File: config.mk
export PLATFORM = sky130hd
export DESIGN_NAME = inv_key_schedule_flat
export DESIGN_NICKNAME = d
export VERILOG_FILES = /design/src/rtl/inv_key_schedule_pkg.sv /design/src/rtl/inv_key_schedule_if.sv /design/src/rtl/inv_key_schedule.sv /design/src/flat_wrapper.sv
export SDC_FILE = /design/constraint.sdc
export NUM_CORES = 1
export LEC_CHECK = 0
export BUFFER_PORTS_ARGS = -buffer_cell sky130_fd_sc_hd__buf_4
export CORE_MARGIN = 10
export CORE_UTILIZATION = 50
export CTS_CLUSTER_DIAMETER = 30
export DETAILED_ROUTE_END_ITERATION = 12
export GPL_TIMING_DRIVEN = 0
export PLACE_DENSITY = 0.84
export REMOVE_ABC_BUFFERS = 1
export SYNTH_ARGS = -nofsm -noshare
export SYNTH_HDL_FRONTEND = slang
export SYNTH_SLANG_ARGS = --single-unit
File: constraint.sdc
create_clock -name clk -period 5.8 [get_ports clk]
set_clock_uncertainty 0.05 [all_clocks]
set_input_delay 1.16 -clock clk [delete_from_list [all_inputs] [get_ports clk]]
set_output_delay 1.16 -clock clk [all_outputs]
set_load 0.01 [all_outputs]
File: src/rtl/inv_key_schedule_pkg.sv
// rtl/inv_key_schedule_pkg.sv - shared AES key-schedule types, rcon table and byte/word helpers
package inv_key_schedule_pkg;

  typedef enum logic [2:0] {
    ST_IDLE = 3'd0,
    ST_Q1   = 3'd1,
    ST_Q2   = 3'd2,
    ST_Q3   = 3'd3,
    ST_Q4   = 3'd4,
    ST_DONE = 3'd5
  } state_t;

  localparam logic [3:0] ROUND_MIN = 4'd1;
  localparam logic [3:0] ROUND_MAX = 4'd10;

  function automatic logic [7:0] rcon(input logic [3:0] r);
    logic [7:0] v;
    case (r)
      4'd1:    v = 8'h01;
      4'd2:    v = 8'h02;
      4'd3:    v = 8'h04;
      4'd4:    v = 8'h08;
      4'd5:    v = 8'h10;
      4'd6:    v = 8'h20;
      4'd7:    v = 8'h40;
      4'd8:    v = 8'h80;
      4'd9:    v = 8'h1b;
      4'd10:   v = 8'h36;
      default: v = 8'h00;
    endcase
    return v;
  endfunction

  function automatic logic round_ok(input logic [3:0] r);
    return (r >= ROUND_MIN) && (r <= ROUND_MAX);
  endfunction

  // Keys are stored row-major: row i is a 32-bit slice, so a column word is gathered across rows.
  function automatic logic [31:0] key_word(input logic [127:0] key, input int c);
    logic [31:0] w;
    w = '0;
    for (int i = 0; i < 4; i++) w[31-8*i -: 8] = key[127-32*i-8*c -: 8];
    return w;
  endfunction

  function automatic logic [7:0] word_byte(input logic [31:0] w, input int i);
    return w[31-8*i -: 8];
  endfunction

  function automatic logic [127:0] make_key(input logic [31:0] w0, input logic [31:0] w1,
                                             input logic [31:0] w2, input logic [31:0] w3);
    logic [3:0][31:0] w;
    logic [127:0]     k;
    w = {w3, w2, w1, w0};
    k = '0;
    for (int c = 0; c < 4; c++)
      for (int i = 0; i < 4; i++) k[127-32*i-8*c -: 8] = w[c][31-8*i -: 8];
    return k;
  endfunction

endpackage

File: src/rtl/inv_key_schedule_if.sv
// rtl/inv_key_schedule_if.sv - request, result and shared S-box port bundle of the inverse key step
interface inv_key_schedule_if;
  logic         start_in;
  logic [3:0]   round_in;
  logic [127:0] cur_key_in;
  logic [7:0]   sbox_data_in;
  logic [127:0] prev_key_out;
  logic         ready_out;
  logic         busy_out;
  logic         err_out;
  logic [7:0]   sbox_addr_out;
  logic         ce;
  logic         re;

  modport slave (
    input  start_in, round_in, cur_key_in, sbox_data_in,
    output prev_key_out, ready_out, busy_out, err_out, sbox_addr_out, ce, re
  );

  modport master (
    output start_in, round_in, cur_key_in, sbox_data_in,
    input  prev_key_out, ready_out, busy_out, err_out, sbox_addr_out, ce, re
  );
endinterface

File: src/rtl/inv_key_schedule.sv
// rtl/inv_key_schedule.sv - one inverse AES-128 key-expansion step K_r -> K_(r-1)
// The four SubWord lookups are serialised through an external S-box with one-cycle read latency.
module inv_key_schedule
  import inv_key_schedule_pkg::*;
(
  input  logic              clk,
  input  logic              rst,
  inv_key_schedule_if.slave bus
);

  state_t       state_q, state_d;
  logic [127:0] key_q, key_d;
  logic [127:0] prev_q, prev_d;
  logic [7:0]   rcon_q, rcon_d;
  logic [7:0]   addr_q, addr_d;
  logic [23:0]  sub_q, sub_d;
  logic         ce_q, ce_d;
  logic         ready_q, ready_d;
  logic         err_q, err_d;

  logic [31:0] p3_new, p3_cur, w0, w1, w2, sub_word, p0;

  assign p3_new = key_word(bus.cur_key_in, 3) ^ key_word(bus.cur_key_in, 2);
  assign w0     = key_word(key_q, 0);
  assign w1     = key_word(key_q, 1);
  assign w2     = key_word(key_q, 2);
  assign p3_cur = key_word(key_q, 3) ^ w2;
  // sub_q ends holding S(b1),S(b2),S(b3); S(b0) is still on the data bus during DONE.
  assign sub_word = {sub_q, bus.sbox_data_in};
  assign p0       = w0 ^ sub_word ^ {rcon_q, 24'h0};

  always_comb begin
    state_d = state_q;
    key_d   = key_q;
    prev_d  = prev_q;
    rcon_d  = rcon_q;
    addr_d  = addr_q;
    sub_d   = sub_q;
    ce_d    = ce_q;
    ready_d = 1'b0;
    err_d   = 1'b0;
    case (state_q)
      ST_IDLE: begin
        if (bus.start_in) begin
          if (round_ok(bus.round_in)) begin
            key_d   = bus.cur_key_in;
            rcon_d  = rcon(bus.round_in);
            addr_d  = word_byte(p3_new, 1);
            ce_d    = 1'b0;
            state_d = ST_Q1;
          end else begin
            err_d = 1'b1;
          end
        end
      end
      ST_Q1: begin
        sub_d   = {sub_q[15:0], bus.sbox_data_in};
        addr_d  = word_byte(p3_cur, 2);
        state_d = ST_Q2;
      end
      ST_Q2: begin
        sub_d   = {sub_q[15:0], bus.sbox_data_in};
        addr_d  = word_byte(p3_cur, 3);
        state_d = ST_Q3;
      end
      ST_Q3: begin
        sub_d   = {sub_q[15:0], bus.sbox_data_in};
        addr_d  = word_byte(p3_cur, 0);
        state_d = ST_Q4;
      end
      ST_Q4: begin
        sub_d   = {sub_q[15:0], bus.sbox_data_in};
        ce_d    = 1'b1;
        state_d = ST_DONE;
      end
      ST_DONE: begin
        prev_d  = make_key(p0, w1 ^ w0, w2 ^ w1, p3_cur);
        ready_d = 1'b1;
        state_d = ST_IDLE;
      end
      default: begin
        ce_d    = 1'b1;
        state_d = ST_IDLE;
      end
    endcase
  end

  always_ff @(posedge clk or negedge rst) begin
    if (!rst) state_q <= ST_IDLE;
    else      state_q <= state_d;
  end

  always_ff @(posedge clk or negedge rst) begin
    if (!rst) begin
      key_q   <= '0;
      prev_q  <= '0;
      rcon_q  <= '0;
      addr_q  <= '0;
      sub_q   <= '0;
      ce_q    <= 1'b1;
      ready_q <= 1'b0;
      err_q   <= 1'b0;
    end else begin
      key_q   <= key_d;
      prev_q  <= prev_d;
      rcon_q  <= rcon_d;
      addr_q  <= addr_d;
      sub_q   <= sub_d;
      ce_q    <= ce_d;
      ready_q <= ready_d;
      err_q   <= err_d;
    end
  end

  assign bus.prev_key_out  = prev_q;
  assign bus.ready_out     = ready_q;
  assign bus.busy_out      = (state_q != ST_IDLE);
  assign bus.err_out       = err_q;
  assign bus.sbox_addr_out = addr_q;
  assign bus.ce            = ce_q;
  assign bus.re            = ce_q;

endmodule

File: src/flat_wrapper.sv
// flat-port wrapper written by rule: the top's interface ports become plain ports
module inv_key_schedule_flat import inv_key_schedule_pkg::*;
  (clk, rst, bus_start_in, bus_round_in, bus_cur_key_in, bus_sbox_data_in, bus_prev_key_out, bus_ready_out, bus_busy_out, bus_err_out, bus_sbox_addr_out, bus_ce, bus_re);
  inv_key_schedule_if bus_i ();
  input  logic clk;
  input  logic rst;
  input wire logic [$bits(bus_i.start_in)-1:0] bus_start_in;
  input wire logic [$bits(bus_i.round_in)-1:0] bus_round_in;
  input wire logic [$bits(bus_i.cur_key_in)-1:0] bus_cur_key_in;
  input wire logic [$bits(bus_i.sbox_data_in)-1:0] bus_sbox_data_in;
  output wire logic [$bits(bus_i.prev_key_out)-1:0] bus_prev_key_out;
  output wire logic [$bits(bus_i.ready_out)-1:0] bus_ready_out;
  output wire logic [$bits(bus_i.busy_out)-1:0] bus_busy_out;
  output wire logic [$bits(bus_i.err_out)-1:0] bus_err_out;
  output wire logic [$bits(bus_i.sbox_addr_out)-1:0] bus_sbox_addr_out;
  output wire logic [$bits(bus_i.ce)-1:0] bus_ce;
  output wire logic [$bits(bus_i.re)-1:0] bus_re;
  assign bus_i.start_in = bus_start_in;
  assign bus_i.round_in = bus_round_in;
  assign bus_i.cur_key_in = bus_cur_key_in;
  assign bus_i.sbox_data_in = bus_sbox_data_in;
  assign bus_prev_key_out = bus_i.prev_key_out;
  assign bus_ready_out = bus_i.ready_out;
  assign bus_busy_out = bus_i.busy_out;
  assign bus_err_out = bus_i.err_out;
  assign bus_sbox_addr_out = bus_i.sbox_addr_out;
  assign bus_ce = bus_i.ce;
  assign bus_re = bus_i.re;
  inv_key_schedule u_core (.clk(clk), .rst(rst), .bus(bus_i));
endmodule
# Yosys cells after proc, flatten, opt, wreduce, memory -nomap -nowiden
# Memory sizes are Yosys's and may differ from the RTL's. A register that Yosys moved wholly into a read port is not among the register bits.
# Cells that the tools add are included.
totals:
  mem_count: 1
  rom_bits: 128
  wordCells: 49
  regBits: 294
  output_inout_bits: 141
mem_list:
  columns: ["memory", "depth", "width", "read_ports", "rd_ports_with_merged_regs", "wr", "line", "text"]
  rows:
  - ["(name not given)", 16, 8, 1, 1, 0, "inv_key_schedule_pkg.sv:18", "case (r)"]
classes:
  n_bitwise: 7
  reduce_logical: 11
  eq_ne: 7
  n_lt_le_gt_ge: 2
  mux: 13
op_table:
  columns: ["op", "n"]
  rows:
  - ["$xor 32x32->32", 5]
  - ["$pmux 8 s4", 1]
  - ["$xor 24x24->24", 1]
  - ["$mux 8", 2]
  - ["$pmux 3 s5", 1]
  - ["$reduce_and 3->1", 3]
  - ["$reduce_or 4->1", 2]
  - ["$eq 3x2->1 const B", 2]
  - ["$eq 3x3->1 const B", 2]
  - ["$mux 1", 6]
  - ["$mux 3", 2]
  - ["$ge 4x1->1 const B", 1]
  - ["$le 4x4->1 const B", 1]
  - ["$reduce_bool 4->1", 1]
  - ["$eq 3x1->1 const B", 1]
  - ["$logic_not 3->1", 1]
  - ["$reduce_bool 3->1", 1]
  - ["$ne 2x1->1 const B", 1]
  - ["$ne 2x2->1 const B", 1]
  - ["$pmux 1 s2", 1]
  - ["$reduce_and 2->1", 1]
  - ["$logic_and 1x1->1", 1]
  - ["$logic_not 1->1", 1]
  - ["$not 1->1", 1]

# Logic depth before layout (Yosys ltp)
depth:
  depth_word: 5
  depth_mapped: 9
  mapped_depth_nobuf: 6

# Least setup slack after synthesis
# Ideal clock, no wire load.
synth_timing:
  path_kind: "in2reg"
  start: "input port bus_round_in[1]"
  end: "register u_core.key_q[100]"
  cell_stages: 8
  path_slack_ns: 2.810
  required_ns: 5.625
  arrival_time_ns: 2.815
  path_cell_list: "inv_1 -> ha_1 -> or3b_4 -> a22o_4 -> nand4b_4 -> buf_12 -> buf_12 -> mux2_4"
synth_between:
  elab_chain_cells: 3
  elab_cells_between_ends: 4
  cone_classes: "2 x order compare; 2 x reduce/logical"
synth_lines:
  columns: ["item", "line", "text"]
  rows:
  - ["from (decl)", "flat_wrapper.sv:8", "input wire logic [$bits(bus_i.round_in)-1:0] bus_round_in;"]
  - ["$ge 4x1->1 / $le 4x4->1 (equally long branches)", "inv_key_schedule_pkg.sv:35", "return (r >= ROUND_MIN) && (r <= ROUND_MAX);"]
  - ["$logic_and 1x1->1 (*)", "inv_key_schedule_pkg.sv:35", null]
  - ["$reduce_and 3->1 (no line) (*)", null, null]
  - ["to (signal assigned)", "inv_key_schedule.sv:104", "key_q <= key_d;"]
  - ["to (decl)", "inv_key_schedule.sv:12", "logic [127:0] key_q, key_d;"]
# Mark *: on every way between the ends. The rest lies on a longest branch, timed or not.
# A chain may end at the register's enable or synchronous reset.

# Worst setup path in the final report
layout_timing:
  start: "register u_core.state_q[0]"
  end: "register u_core.prev_q[96] (netlist: u_core.bus.prev_key_out[96])"
layout_between:
  elab_chain_cells: 1
layout_lines:
  columns: ["item", "line", "text"]
  rows:
  - ["from (decl)", "inv_key_schedule.sv:11", "state_t state_q, state_d;"]
  - ["from (signal assigned)", "inv_key_schedule.sv:90", "else state_q <= state_d;"]
  - ["$eq 3x3->1", "inv_key_schedule.sv:42", "case (state_q)"]
  - ["to (signal assigned)", "inv_key_schedule.sv:105", "prev_q <= prev_d;"]
  - ["to (decl)", "inv_key_schedule.sv:13", "logic [127:0] prev_q, prev_d;"]
# No other way between the ends.

==> flow_metrics.env <==
export IMPL_h_tree_depth=2
export IMPL_synth_fa_ha_area_share_pct=0.474
export IMPL_tightest_slew_ps=1220
export IMPL_switchingPower_mw=3.83
export IMPL_ys_seq_elements=302
export IMPL_maxCapViolations=0
export IMPL_synth_xor_area_share_pct=9.69
export IMPL_drt_vias_per_instance=5.15
export IMPL_drive_gt1_share_pct=40.6
export IMPL_relSlewSlack_pct=18.2
export IMPL_hold_path_class="reg2reg"
export IMPL_dr_pass1_iters=4
export IMPL_synthMuxAreaShare_pct=18.0
export IMPL_row_count=59
export IMPL_ir_drop_uv=422
export IMPL_synth_compound_area_share_pct=6.78
export IMPL_place_ws_ps=1900
export IMPL_post_route_min_period_ps=3920
export IMPL_stdcell_area_um2=17800
export IMPL_max_freq_mhz=255
export IMPL_total_power_mw=11.8
export IMPL_worstReg2RegStart="u_core.state_q[0]"
export IMPL_avgSynthCellArea_um2=13.4
export IMPL_nets=1441
export IMPL_cts_tree="yes"
export IMPL_cp_start_kind="register"
export IMPL_ctsRootBufferMaster="clkbuf_16"
export IMPL_slowest_stage="nor2b_1"
export IMPL_synth_distinct_cells=43
export IMPL_worstPathArrival_ps=4320
export IMPL_crit_path_cell_trace="nor2b_1 -> nand2_4 -> buf_16 -> inv_2 -> mux2_2"
export IMPL_ys_flop_type="dfrtp_1"
export IMPL_rsz0062_at_grt="no"
export IMPL_cts_sinks=302
export IMPL_pwr_share_seq_pct=34.4
export IMPL_p_per_area_nw_per_um2=660
export IMPL_die_area_um2=33300
export IMPL_core_region_area_um2=26000
export IMPL_port_buffer_count=283
export IMPL_vias=8659
export IMPL_syn_cell_area_um2=13200
export IMPL_status="finished, final reports clean"
export IMPL_worstHoldStart="u_core.bus.prev_key_out[118]"
export IMPL_detail_route_iter0_violations=428
export IMPL_die_x_um=182
export IMPL_p_sw_share_pct=32.5
export IMPL_power_frac_clock_pct=31.8
export IMPL_clock_latency_ps=580
export IMPL_io_pins=284
export IMPL_seq_area_frac_synth_pct=57.3
export IMPL_period_share_pct=67.6
export IMPL_grt_util_all_layers_pct=20.3
export IMPL_layout_area_overhead_vs_synth_pct=35.1
export IMPL_p_comb_share_pct=33.9
export IMPL_internal_power_mw=7.95
export IMPL_cts_buffer_depth=3
export IMPL_cellLeakagePower_nw=8.67
export IMPL_cts_buffers=61
export IMPL_setup_worst_path_class="reg2reg"
export IMPL_antenna_found_initial=1
export IMPL_post_cts_setup_buffers=0
export IMPL_grt_max_degree=105
export IMPL_die_y_um=182
export IMPL_post_route_drc_count=0
export IMPL_postPlaceCellArea_um2=15600
export IMPL_initial_utilization_pct=50.8
export IMPL_cp_buffers_inverters=2
export IMPL_cpPeakStageDelay_ps=1040
export IMPL_final_antenna_net_count=0
export IMPL_finalWorstSetupSlack_ps=1880
export IMPL_worst_ep_required_time_ps=6200
export IMPL_async_flop_share_pct=100
export IMPL_fin_util_pct=68.6
export IMPL_path_clk_slew_ps=60
export IMPL_routed_wl_um=34400
export IMPL_final_max_slew_violation_count=0
export IMPL_hold_violations=0
export IMPL_crit_path_max_fanout=95
export IMPL_worstSetupEndpointType="register"
export IMPL_postCtsHoldBufs=0
export IMPL_first_global_vias=9530
export IMPL_place_gp_congestion=0.780
export IMPL_grt_pass1_wl_um=54100
export IMPL_yosys_warnings=0
export IMPL_synth_top_family_by_area="multiplexers"
export IMPL_critical_path_startpoint="u_core.state_q[0]"
export IMPL_synth_edf_count=0
export IMPL_drt_wirelength_per_cell_um=20.5
export IMPL_postCtsResizedCells=0
export IMPL_synth_cells=988
export IMPL_cpLargestDelayFamily="simple AND/OR/NAND/NOR gates"
export IMPL_setup_viol=0
export IMPL_gr_total_overflow=0
export IMPL_yosys_area_share_simple_pct=4.37
export IMPL_place_hpwl_um=23500
-- flip-flops by register name, indices dropped and copies added, names as in the netlist --
register,count
u_core.state_q,3
u_core.bus.ce,1
u_core.sub_q,24
u_core.key_q,128
u_core.rcon_q,8
u_core.bus.err_out,1
u_core.bus.ready_out,1
u_core.bus.sbox_addr_out,8
u_core.bus.prev_key_out,128
-- worst min-delay path, cell delays in order (launching register included) --
cell,delay [ps]
dfrtp_1,340
nand2_1,50
o21ai_0,60
-- synthesized netlist by cell type, types with 2 or more instances --
cell | n | area, um^2
o21ai_1 | 108 | 541
clkbuf_1 | 15 | 56.3
mux2i_1 | 7 | 70.1
buf_2 | 20 | 100
buf_6 | 4 | 45.0
o21ai_0 | 22 | 110
xor2_1 | 30 | 263
xnor2_1 | 116 | 1020
inv_1 | 6 | 22.5
a221o_1 | 7 | 70.1
mux2_2 | 29 | 327
nor2_1 | 5 | 18.8
a211oi_1 | 2 | 15.0
o22ai_1 | 7 | 43.8
nand2_1 | 118 | 443
dfrtp_1 | 301 | 7530
a22o_1 | 2 | 17.5
mux2_1 | 42 | 473
buf_12 | 11 | 220
a21oi_1 | 7 | 35.0
nor2b_1 | 4 | 25.0
ha_1 | 5 | 62.6
mux2_4 | 100 | 1500
-- layout make-up --
cell class / count / area (um^2)
clock inverters: 45 / 622
clock buffers: 69 / 1630
repair buffers: 294 / 2380
inverters: 7 / 26.3
diodes: 1 / 2.50
fillers: 1757 / 8150
well taps: 335 / 419
multi-input cells: 627 / 5200
flip-flops and latches: 302 / 7560
-- path summary, 6_finish.rpt --
check,end,slack (ps),depth (start not counted)
max,u_core.bus.prev_key_out[96],1880,5
min,u_core.bus.prev_key_out[118],430,2
max reg2reg,u_core.bus.prev_key_out[96],1880,5
min reg2reg,u_core.bus.prev_key_out[118],430,2
max in group asynchronous,u_core.key_q[112],4110,2
min in group asynchronous,u_core.key_q[101],620,1
-- logic make-up (layout without fill, tap and decap cells) --
kind of cell	Yosys count	in the layout
AO/OA/AOI/OAI	161	161
XOR/XNOR	146	146
adder cells (fa/ha/maj)	5	5
buffers and inverters	59	415
flip-flops	302	302
multiplexers	178	178
other	0	1
AND/OR/NAND/NOR	137	137
-- layout by cell type, fill, tap and decap left out, drive strengths merged, types with 3 or more instances in the layout --
cell	instances
a21oi	7
a221o	7
a22o	3
buf	294
bufinv	11
clkbuf	69
clkinv	16
clkinvlp	8
dfrtp	301
ha	5
inv	17
mux2	171
mux2i	7
nand2	118
nor2	6
nor2b	4
o21ai	130
o22ai	7
xnor2	116
xor2	30
-- power groups by stage --
stage	clock network [mW]	registers (mW)	logic [mW]
after floorplan	0	4.05	2.43
after global placement	0	3.99	3.93
after detailed placement	0	4.06	4.01
after CTS	3.79	4.05	4.07
after global routing	3.91	4.18	4.36
final	3.74	4.05	3.99
-- stage by stage --
step	cells	hold WS, ps	TNS [ps]
finish	1680	430	0
global route	1680	457	0
CTS	1679	437	0
detailed placement	1565	422	0
global placement	1554	413	-274110
floorplan	936	435	0
-- layer usage --
layer | up-vias | share of wire (%) | GRT usage [%]
met5 | - | 0 | 0
met2 | 287 | 50 | 33.8
met1 | 4313 | 40 | 24.0
met4 | 0 | 2.5 | 7.35
li1 | 3994 | - | -
met3 | 65 | 7.6 | 6.61
No activity file was read; power rests on OpenSTA's default activity.
